**src/rtl/dram_arbiter.sv**
```systemverilog
// rtl/dram_arbiter.sv - two-port round-robin arbiter in front of the sdram_controller port
module dram_arbiter #(
    parameter int ADDR_BITS      = 24,
    parameter int XLEN           = 32,
    parameter int TIMEOUT_CYCLES = 1024
) (
    input  logic                   clk,
    input  logic                   sync_reset,
    input  logic                   req0_cs,
    input  logic                   req0_read0_write1,
    input  logic [ADDR_BITS-1:0]   req0_addr,
    input  logic [XLEN/8-1:0]      req0_byteenable,
    input  logic [XLEN-1:0]        req0_write_data,
    output logic                   req0_ack,
    output logic [XLEN-1:0]        req0_read_data,
    input  logic                   req1_cs,
    input  logic                   req1_read0_write1,
    input  logic [ADDR_BITS-1:0]   req1_addr,
    input  logic [XLEN/8-1:0]      req1_byteenable,
    input  logic [XLEN-1:0]        req1_write_data,
    output logic                   req1_ack,
    output logic [XLEN-1:0]        req1_read_data,
    output logic                   mem_cs,
    output logic                   mem_read0_write1,
    output logic [ADDR_BITS-1:0]   mem_addr,
    output logic [XLEN/8-1:0]      mem_byteenable,
    output logic [XLEN-1:0]        mem_write_data,
    input  logic                   mem_ack,
    input  logic [XLEN-1:0]        mem_read_data,
    output logic                   busy,
    output logic                   grant_id,
    output logic                   timeout_error,
    output logic [1:0]             protocol_error
);

    localparam int BE_BITS   = XLEN / 8;
    // Counter wide enough to hold TIMEOUT_CYCLES-1; at least one bit when the watchdog is off.
    localparam int CW        = (TIMEOUT_CYCLES < 2) ? 1 : $clog2(TIMEOUT_CYCLES + 1);
    localparam int TO_LAST_I = (TIMEOUT_CYCLES > 0) ? TIMEOUT_CYCLES - 1 : 0;
    localparam logic [CW-1:0] TO_LAST = TO_LAST_I[CW-1:0];
    localparam bit   WDOG_EN = (TIMEOUT_CYCLES > 0);

    typedef enum logic [1:0] {
        S_IDLE     = 2'd0,
        S_ISSUE    = 2'd1,
        S_WAIT_ACK = 2'd2
    } state_t;

    state_t state_q, state_d;

    logic [1:0]                     pending_q, pending_d;
    logic [1:0]                     hold_rw_q, hold_rw_d;
    logic [1:0][ADDR_BITS-1:0]      hold_addr_q, hold_addr_d;
    logic [1:0][BE_BITS-1:0]        hold_be_q, hold_be_d;
    logic [1:0][XLEN-1:0]           hold_wd_q, hold_wd_d;

    logic                           last_grant_q, last_grant_d;
    logic                           grant_id_q, grant_id_d;
    logic                           mem_rw_q, mem_rw_d;
    logic [ADDR_BITS-1:0]           mem_addr_q, mem_addr_d;
    logic [BE_BITS-1:0]             mem_be_q, mem_be_d;
    logic [XLEN-1:0]                mem_wd_q, mem_wd_d;

    logic [1:0]                     ack_q, ack_d;
    logic [1:0][XLEN-1:0]           rdata_q, rdata_d;
    logic [CW-1:0]                  cnt_q, cnt_d;
    logic                           timeout_error_q, timeout_error_d;
    logic [1:0]                     protocol_error_q, protocol_error_d;

    // Live request fields gathered into per-port arrays so both ports share one code path.
    logic [1:0]                     req_cs;
    logic [1:0]                     live_rw;
    logic [1:0][ADDR_BITS-1:0]      live_addr;
    logic [1:0][BE_BITS-1:0]        live_be;
    logic [1:0][XLEN-1:0]           live_wd;

    assign req_cs       = {req1_cs, req0_cs};
    assign live_rw      = {req1_read0_write1, req0_read0_write1};
    assign live_addr[0] = req0_addr;
    assign live_addr[1] = req1_addr;
    assign live_be[0]   = req0_byteenable;
    assign live_be[1]   = req1_byteenable;
    assign live_wd[0]   = req0_write_data;
    assign live_wd[1]   = req1_write_data;

    // A port is a candidate if it is already waiting or is pulsing cs right now;
    // on a tie the port that did not win last time goes next.
    logic [1:0] cand;
    logic       pick;
    logic       timeout_hit;
    logic       finish;

    assign cand        = pending_q | req_cs;
    assign pick        = (cand == 2'b11) ? ~last_grant_q : cand[1];
    assign timeout_hit = WDOG_EN && (state_q == S_WAIT_ACK) && (cnt_q == TO_LAST) && !mem_ack;
    assign finish      = (state_q == S_WAIT_ACK) && (mem_ack || timeout_hit);

    // State register and all datapath flops.
    always_ff @(posedge clk) begin
        if (sync_reset) begin
            state_q          <= S_IDLE;
            pending_q        <= '0;
            hold_rw_q        <= '0;
            hold_addr_q      <= '0;
            hold_be_q        <= '0;
            hold_wd_q        <= '0;
            last_grant_q     <= 1'b1;
            grant_id_q       <= 1'b0;
            mem_rw_q         <= 1'b0;
            mem_addr_q       <= '0;
            mem_be_q         <= '0;
            mem_wd_q         <= '0;
            ack_q            <= '0;
            rdata_q          <= '0;
            cnt_q            <= '0;
            timeout_error_q  <= 1'b0;
            protocol_error_q <= '0;
        end else begin
            state_q          <= state_d;
            pending_q        <= pending_d;
            hold_rw_q        <= hold_rw_d;
            hold_addr_q      <= hold_addr_d;
            hold_be_q        <= hold_be_d;
            hold_wd_q        <= hold_wd_d;
            last_grant_q     <= last_grant_d;
            grant_id_q       <= grant_id_d;
            mem_rw_q         <= mem_rw_d;
            mem_addr_q       <= mem_addr_d;
            mem_be_q         <= mem_be_d;
            mem_wd_q         <= mem_wd_d;
            ack_q            <= ack_d;
            rdata_q          <= rdata_d;
            cnt_q            <= cnt_d;
            timeout_error_q  <= timeout_error_d;
            protocol_error_q <= protocol_error_d;
        end
    end

    // Next-state logic: IDLE grants, ISSUE lasts one cycle, WAIT_ACK ends on ack or watchdog.
    always_comb begin
        state_d = state_q;
        case (state_q)
            S_IDLE:     if (|cand) state_d = S_ISSUE;
            S_ISSUE:    state_d = S_WAIT_ACK;
            S_WAIT_ACK: if (finish) state_d = S_IDLE;
            default:    state_d = S_IDLE;
        endcase
    end

    // Holding registers, grant capture, watchdog counter and completion steering.
    always_comb begin
        pending_d        = pending_q;
        hold_rw_d        = hold_rw_q;
        hold_addr_d      = hold_addr_q;
        hold_be_d        = hold_be_q;
        hold_wd_d        = hold_wd_q;
        last_grant_d     = last_grant_q;
        grant_id_d       = grant_id_q;
        mem_rw_d         = mem_rw_q;
        mem_addr_d       = mem_addr_q;
        mem_be_d         = mem_be_q;
        mem_wd_d         = mem_wd_q;
        ack_d            = '0;
        rdata_d          = rdata_q;
        cnt_d            = cnt_q;
        timeout_error_d  = timeout_error_q;
        protocol_error_d = protocol_error_q;

        for (int n = 0; n < 2; n++) begin
            if (req_cs[n]) begin
                if (pending_q[n]) begin
                    protocol_error_d[n] = 1'b1;
                end else begin
                    pending_d[n]   = 1'b1;
                    hold_rw_d[n]   = live_rw[n];
                    hold_addr_d[n] = live_addr[n];
                    hold_be_d[n]   = live_be[n];
                    hold_wd_d[n]   = live_wd[n];
                end
            end
        end

        if ((state_q == S_IDLE) && (|cand)) begin
            grant_id_d   = pick;
            last_grant_d = pick;
            if (pending_q[pick]) begin
                mem_rw_d   = hold_rw_q[pick];
                mem_addr_d = hold_addr_q[pick];
                mem_be_d   = hold_be_q[pick];
                mem_wd_d   = hold_wd_q[pick];
            end else begin
                mem_rw_d   = live_rw[pick];
                mem_addr_d = live_addr[pick];
                mem_be_d   = live_be[pick];
                mem_wd_d   = live_wd[pick];
            end
        end

        if (state_q == S_ISSUE) begin
            cnt_d = '0;
        end else if (state_q == S_WAIT_ACK) begin
            cnt_d = cnt_q + 1'b1;
        end

        if (finish) begin
            ack_d[grant_id_q]     = 1'b1;
            rdata_d[grant_id_q]   = mem_ack ? mem_read_data : '0;
            pending_d[grant_id_q] = 1'b0;
            if (!mem_ack) begin
                timeout_error_d = 1'b1;
            end
        end
    end

    // FSM outputs: the command strobe lives only in ISSUE.
    always_comb begin
        mem_cs = (state_q == S_ISSUE);
        busy   = (state_q != S_IDLE);
    end

    assign mem_read0_write1 = mem_rw_q;
    assign mem_addr         = mem_addr_q;
    assign mem_byteenable   = mem_be_q;
    assign mem_write_data   = mem_wd_q;
    assign req0_ack         = ack_q[0];
    assign req1_ack         = ack_q[1];
    assign req0_read_data   = rdata_q[0];
    assign req1_read_data   = rdata_q[1];
    assign grant_id         = grant_id_q;
    assign timeout_error    = timeout_error_q;
    assign protocol_error   = protocol_error_q;

endmodule

```
**config.mk**
```make
export PLATFORM = sky130hd
export DESIGN_NAME = dram_arbiter
export DESIGN_NICKNAME = d
export VERILOG_FILES = /design/src/rtl/dram_arbiter.sv
export SDC_FILE = /design/constraint.sdc
export NUM_CORES = 1
export LEC_CHECK = 0
export CORE_UTILIZATION = 54
export CTS_CLUSTER_SIZE = 8
export DETAILED_ROUTE_END_ITERATION = 7
export PLACE_DENSITY = 0.87
export SYNTH_ARGS = -nofsm -noshare
export SYNTH_HDL_FRONTEND = slang
export SYNTH_SLANG_ARGS = --single-unit
```
**constraint.sdc**
```tcl
create_clock -name clk -period 2.8 [get_ports clk]
set_input_delay 0.42 -clock clk [delete_from_list [all_inputs] [get_ports clk]]
set_output_delay 0.42 -clock clk [all_outputs]
set_load 0.01 [all_outputs]
```
# --- Word-level counts from Yosys, hierarchy flattened ---
# Cells that the tools add are included.
# W data, S select, Z words.
totals:
  regBits: 269
  latchBits: 0
  ramBits: 0
  rom_bits: 0
  output_inout_bits: 133
  word_cells: 94
  mem_count: 0
op_classes:
  addsub: 1
  mul: 0
  div_mod_pow: 0
  n_lt_le_gt_ge: 3
  eq_ne: 6
  n_shift: 0
  n_mux: 35
  bitwise_logic: 8
  n_reduce_logical: 18
op_table:
  columns: ["cell", "count"]
  rows:
  - ["$mux W32", 7]
  - ["$mux W24", 5]
  - ["$bwmux W64", 1]
  - ["$demux W32 S1", 1]
  - ["$mux W4", 5]
  - ["$reduce_and A2 Y1", 6]
  - ["$add A11 B1 Y11 const B", 1]
  - ["$eq A11 B10 Y1 const B", 1]
  - ["$mux W1", 11]
  - ["$mux W2", 3]
  - ["$pmux W2 S3", 1]
  - ["$reduce_or A2 Y1", 3]
  - ["$logic_and A1 B1 Y1", 5]
  - ["$not A1 Y1", 5]
  - ["$eq A2 B2 Y1 const B", 2]
  - ["$lt A1 B2 Y1 const B", 2]
  - ["$ne A2 B2 Y1 const B", 2]
  - ["$and A2 B2 Y2", 1]
  - ["$eq A2 B1 Y1 const B", 1]
  - ["$logic_not A2 Y1", 1]
  - ["$not A2 Y2", 1]
  - ["$or A2 B2 Y2", 1]
  - ["$reduce_bool A2 Y1", 1]
  - ["$demux W1 S1", 1]
  - ["3 further kinds", 3]

# --- Depth between registers and ports, before layout ---
# Gate-level depths: netlist of run 1.
depth:
  ltp_word: 7
  mapped_depth: 7
  depth_no_buf: 5

# --- Least setup slack after synthesis of run 1 ---
# Ideal clock, no wire load.
synth_path:
  path_kind: "register to register"
  from: "register cnt_q[0]"
  to: "register state_q[1]"
  setup_ns: 0.117
  arrival_time_ns: 1.592
  required_ns: 2.683
  setup_slack_ns: 1.090
  path_stages_with_launch: 6
  path_buffers: 0
  cell_sequence: "dfxtp_1 > ha_1 > nand2_1 > or4_1 > or2_1 > a32o_1"
synth_between:
  elab_chain_cells: 7
synth_rtl:
  columns: ["element", "line", "text"]
  rows:
  - ["start, declared", "66", "logic [CW-1:0] cnt_q, cnt_d;"]
  - ["start signal, assigned", "133", "cnt_q <= cnt_d;"]
  - ["$eq A11 B10 Y1", "95", "assign timeout_hit = WDOG_EN && (state_q == S_WAIT_ACK) && (cnt_q == TO_LAST) && !mem_ack;"]
  - ["$logic_and A1 B1 Y1 (2 in series)", "95", null]
  - ["$logic_or A1 B1 Y1", "96", "assign finish = (state_q == S_WAIT_ACK) && (mem_ack || timeout_hit);"]
  - ["$logic_and A1 B1 Y1", "96", null]
  - ["$ne A2 B2 Y1 (no source line)", null, null]
  - ["$reduce_and A2 Y1 (no source line)", null, null]
  - ["end signal, assigned", "119", "state_q <= state_d;"]
  - ["end, declared", "49", "state_t state_q, state_d;"]
# Every way passes these cells.
# A chain may end at the register's enable or synchronous reset.

# --- Worst setup path after layout of run 1 ---
layout_path:
  from: "register state_q[1]"
  to: "output busy"
layout_between:
  elab_chain_cells: 1
layout_rtl:
  columns: ["element", "line", "text"]
  rows:
  - ["$reduce_bool A2 Y1", "218", "busy = (state_q != S_IDLE);"]
  - ["end, declared", "30", "output logic busy,"]
# Every way passes these cells.

==> flow_summary.yaml, run 1 <==
clock_tree:
  cts_hold_buf: 0
  clockBufferDepth: 3
  cts_tree: "done"
  cts_sinks: 269
  cts_resized: 0
  htreeDepth: 2
  cts_root_buffer: "clkbuf_16"
  postCtsSetupBuffers: 0
  clkLatencyLatePin_ns: 0.52
  path_clk_slew_ns: 0.05
  cts_buffers: 39
synth:
  async_reset_ff_share_pct: 0
  synth_top_cell_by_area: "dfxtp_1"
  ys.flop_type: "dfxtp_1"
  synthTopCellsByArea: "dfxtp_1 43%, nand2_1 11%, mux2i_1 9.8%"
  synth_seq_area_share_pct: 43.04
  syn-num-nets: 1591
  synthTopCellsByCount: "374 x nand2_1, 269 x dfxtp_1, 135 x a21oi_1, 122 x mux2i_1, 83 x clkbuf_1"
  netlist_area_um2: 12510
  synth_top_area_share_pct: 43.04
  synth_edf_count: 0
  ys_ff_latch: 269
  ys_types: 51
  synth.most_common_cell: "nand2_1"
  yosysWarnings: 0
  syn_avg_cell_area_um2: 8.744
  netlist_instances: 1431
hold_path:
  min_path_type: "in -> reg"
  min_from: "sync_reset"
  min_to: "state_q[0]$_SDFFE_PP0P_"
  min_delay_path_depth: 3
place:
  portBuffers: 291
  gp_congestion: 0.8411
  dp_hpwl_um: 23470
  dp_slack_ns: 0.4225
timing:
  setup_viol: 0
  skew_ns: 0.01109
  drv_slew: 0
  period_needed_ns: 2.492
  rsz0062_at_grt: "no"
  hold_viol_final: 0
  finalCritPeriodShare_pct: 88.99
  max-slew-margin-rel_pct: 50.00
  layout_setup_ws_ns: 0.3082
  setup_tns_ns: 0
  tightest_slew_ns: 0.7500
  fmax_mhz: 401.3
route:
  dr_total_vias: 11820
  routedWlPerCell_um: 19.45
  via_per_inst: 6.071
  drt_iter0_markers: 875
  wl_um: 37870
  ant_nets: 0
  firstDrtPassIters: 5
  drc_errors: 0
cells_and_area:
  syn2layout_area_growth_pct: 33.07
  nets: 1817
  drive_above_1_share_pct: 9.042
setup_path:
  cp_max_fo: 17
  r2r_cells: 5
  r2r_start: "state_q[1]$_SDFFE_PP0P_"
  worstPathRequired_ns: 2.38
  critPathLaunchType: "flip-flop"
  r2r-end: "req1_read_data[8]$_SDFFE_PP0P_"
  end_kind: "output pin"
  arrival_ns: 2.07
  r2r_slack_ns: 0.57
  crit_type: "reg -> out"
power_and_ir_drop:
  ir_drop_mv: 0.5382
  p_leak_nw: 5.802
  power.density_nw_per_um2: 639.4
grt:
  track_usage_pct: 31.02
  grt_overflow: 0
  grt_pass1_wl_um: 59710
  antenna_found_initial: 3
  grt_pass1_vias: 11663
  grt_max_degree: 140
floorplan:
  core_um2: 22710
  die_area_um2: 23790
  initial_core_util_pct: 55.10
  design.portCount: 292
  rows: 55
  die_h_um: 154.2
  die_x_um: 154.2
job:
  drv_cap: 0
run_status:
  status: "complete, no violations"
## worst max-delay path, stage by stage (launching register included)
cell	delay, ns
dfxtp_1	0.66
nor2_1	0.25
inv_1	0.09
clkdlybuf4s50_1	0.55
## cell usage in the layout, fill, tap and decap left out, types with 3 or more instances in the layout
master           instances
o21ai_1                 54
mux2i_1                122
nand3_1                  3
dfxtp_1                269
o211ai_1                62
a21oi_2                  3
nor4b_1                 72
nor2b_1                  3
nor2_4                   3
diode_2                  3
nor2_1                  13
buf_12                  12
nor4b_2                 50
inv_1                    4
o21ai_0                 12
a22oi_1                 65
clkdlybuf4s50_1        290
clkbuf_16               40
a21oi_1                133
buf_4                   22
nand2_1                374
xnor2_1                  4
## state kept, by name, summed over array words and instances, names as in the netlist
| name | cells |
|---|---|
| last_grant_q | 1 |
| hold_be_q | 8 |
| state_q | 2 |
| mem_read0_write1 | 1 |
| timeout_error | 1 |
| pending_q | 2 |
| mem_addr | 24 |
| ack_q | 2 |
| mem_byteenable | 4 |
| grant_id | 1 |
| cnt_q | 11 |
| hold_addr_q | 48 |
| mem_write_data | 32 |
| protocol_error | 2 |
| hold_rw_q | 2 |
| req1_read_data | 32 |
| hold_wd_q | 64 |
| req0_read_data | 32 |
## stage by stage
stage | utilization (%) | hold slack [ns] | cell area [um2] | instances | power, mW
global route | 73.32 | 0.2315 | 16650 | 1947 | 11.03
CTS | 73.29 | 0.2240 | 16640 | 1944 | 10.69
global placement | 68.75 | 0.4363 | 15610 | 1901 | 6.534
detailed placement | 68.75 | 0.4420 | 15610 | 1901 | 6.587
finish | 73.32 | 0.2425 | 16650 | 1947 | 10.65
floorplan | - | 0.4314 | 12510 | 1431 | 5.596
## layout make-up
class | instances | area [um2]
multi-input combinational | 1017 | 6540
fill | 1561 | 6058
sequential | 269 | 5385
timing repair buffer | 324 | 3308
clock buffer | 40 | 1001
tap | 285 | 356.6
clock inverter | 3 | 30.03
inverter | 6 | 22.52
antenna | 3 | 7.507
## power by group
group,internal [mW],switching (mW)
logic,1.02,1.20
registers,4.13,0.198
clock network,2.50,1.59
total,7.66,2.99
## per-layer routing
layer  up-vias  GRT usage [%]  share of wire, %  wire (um)
li1       5528              -                 -          -
met1      5659          37.43                39      14870
met2       530          51.04                48      18020
met3       103          8.266               9.1       3463
met4         0          15.62               4.0       1508
met5         -              0                 0          0
## cells by family after synthesis
kind of cell | Yosys count | synth area share, %
xor gates and xnor gates | 6 | 0.4200
muxes | 123 | 9.849
adders and majority gates | 1 | 0.09997
DFF | 269 | 43.04
AOI/OAI and AO/OA | 342 | 16.56
buffers and inverters | 145 | 5.559
and+or+nand+nor | 545 | 24.48
## worst max-delay path by stage
stage	start	to	slack, ns
floorplan	cnt_q[0]$_SDFFE_PP0P_	state_q[1]$_SDFFE_PP0P_	1.09
global placement	req0_cs	mem_write_data[10]$_SDFFE_PP0P_	0.47
detailed placement	req0_cs	mem_write_data[12]$_SDFFE_PP0P_	0.42
CTS	state_q[1]$_SDFFE_PP0P_	busy	0.33
global route	state_q[1]$_SDFFE_PP0P_	busy	0.22
finish	state_q[1]$_SDFFE_PP0P_	busy	0.31
No activity file was read; power rests on OpenSTA's default activity.
==> run 2, diff against run 1 <==
--- a/config.mk
+++ b/config.mk
@@ -12,3 +12,4 @@
 export SYNTH_ARGS = -nofsm -noshare
 export SYNTH_HDL_FRONTEND = slang
 export SYNTH_SLANG_ARGS = --single-unit
+export TNS_END_PERCENT = 30
==> results of run 2 <==
Same layout as run 1: the final DEF is identical, and so are final timing and power.
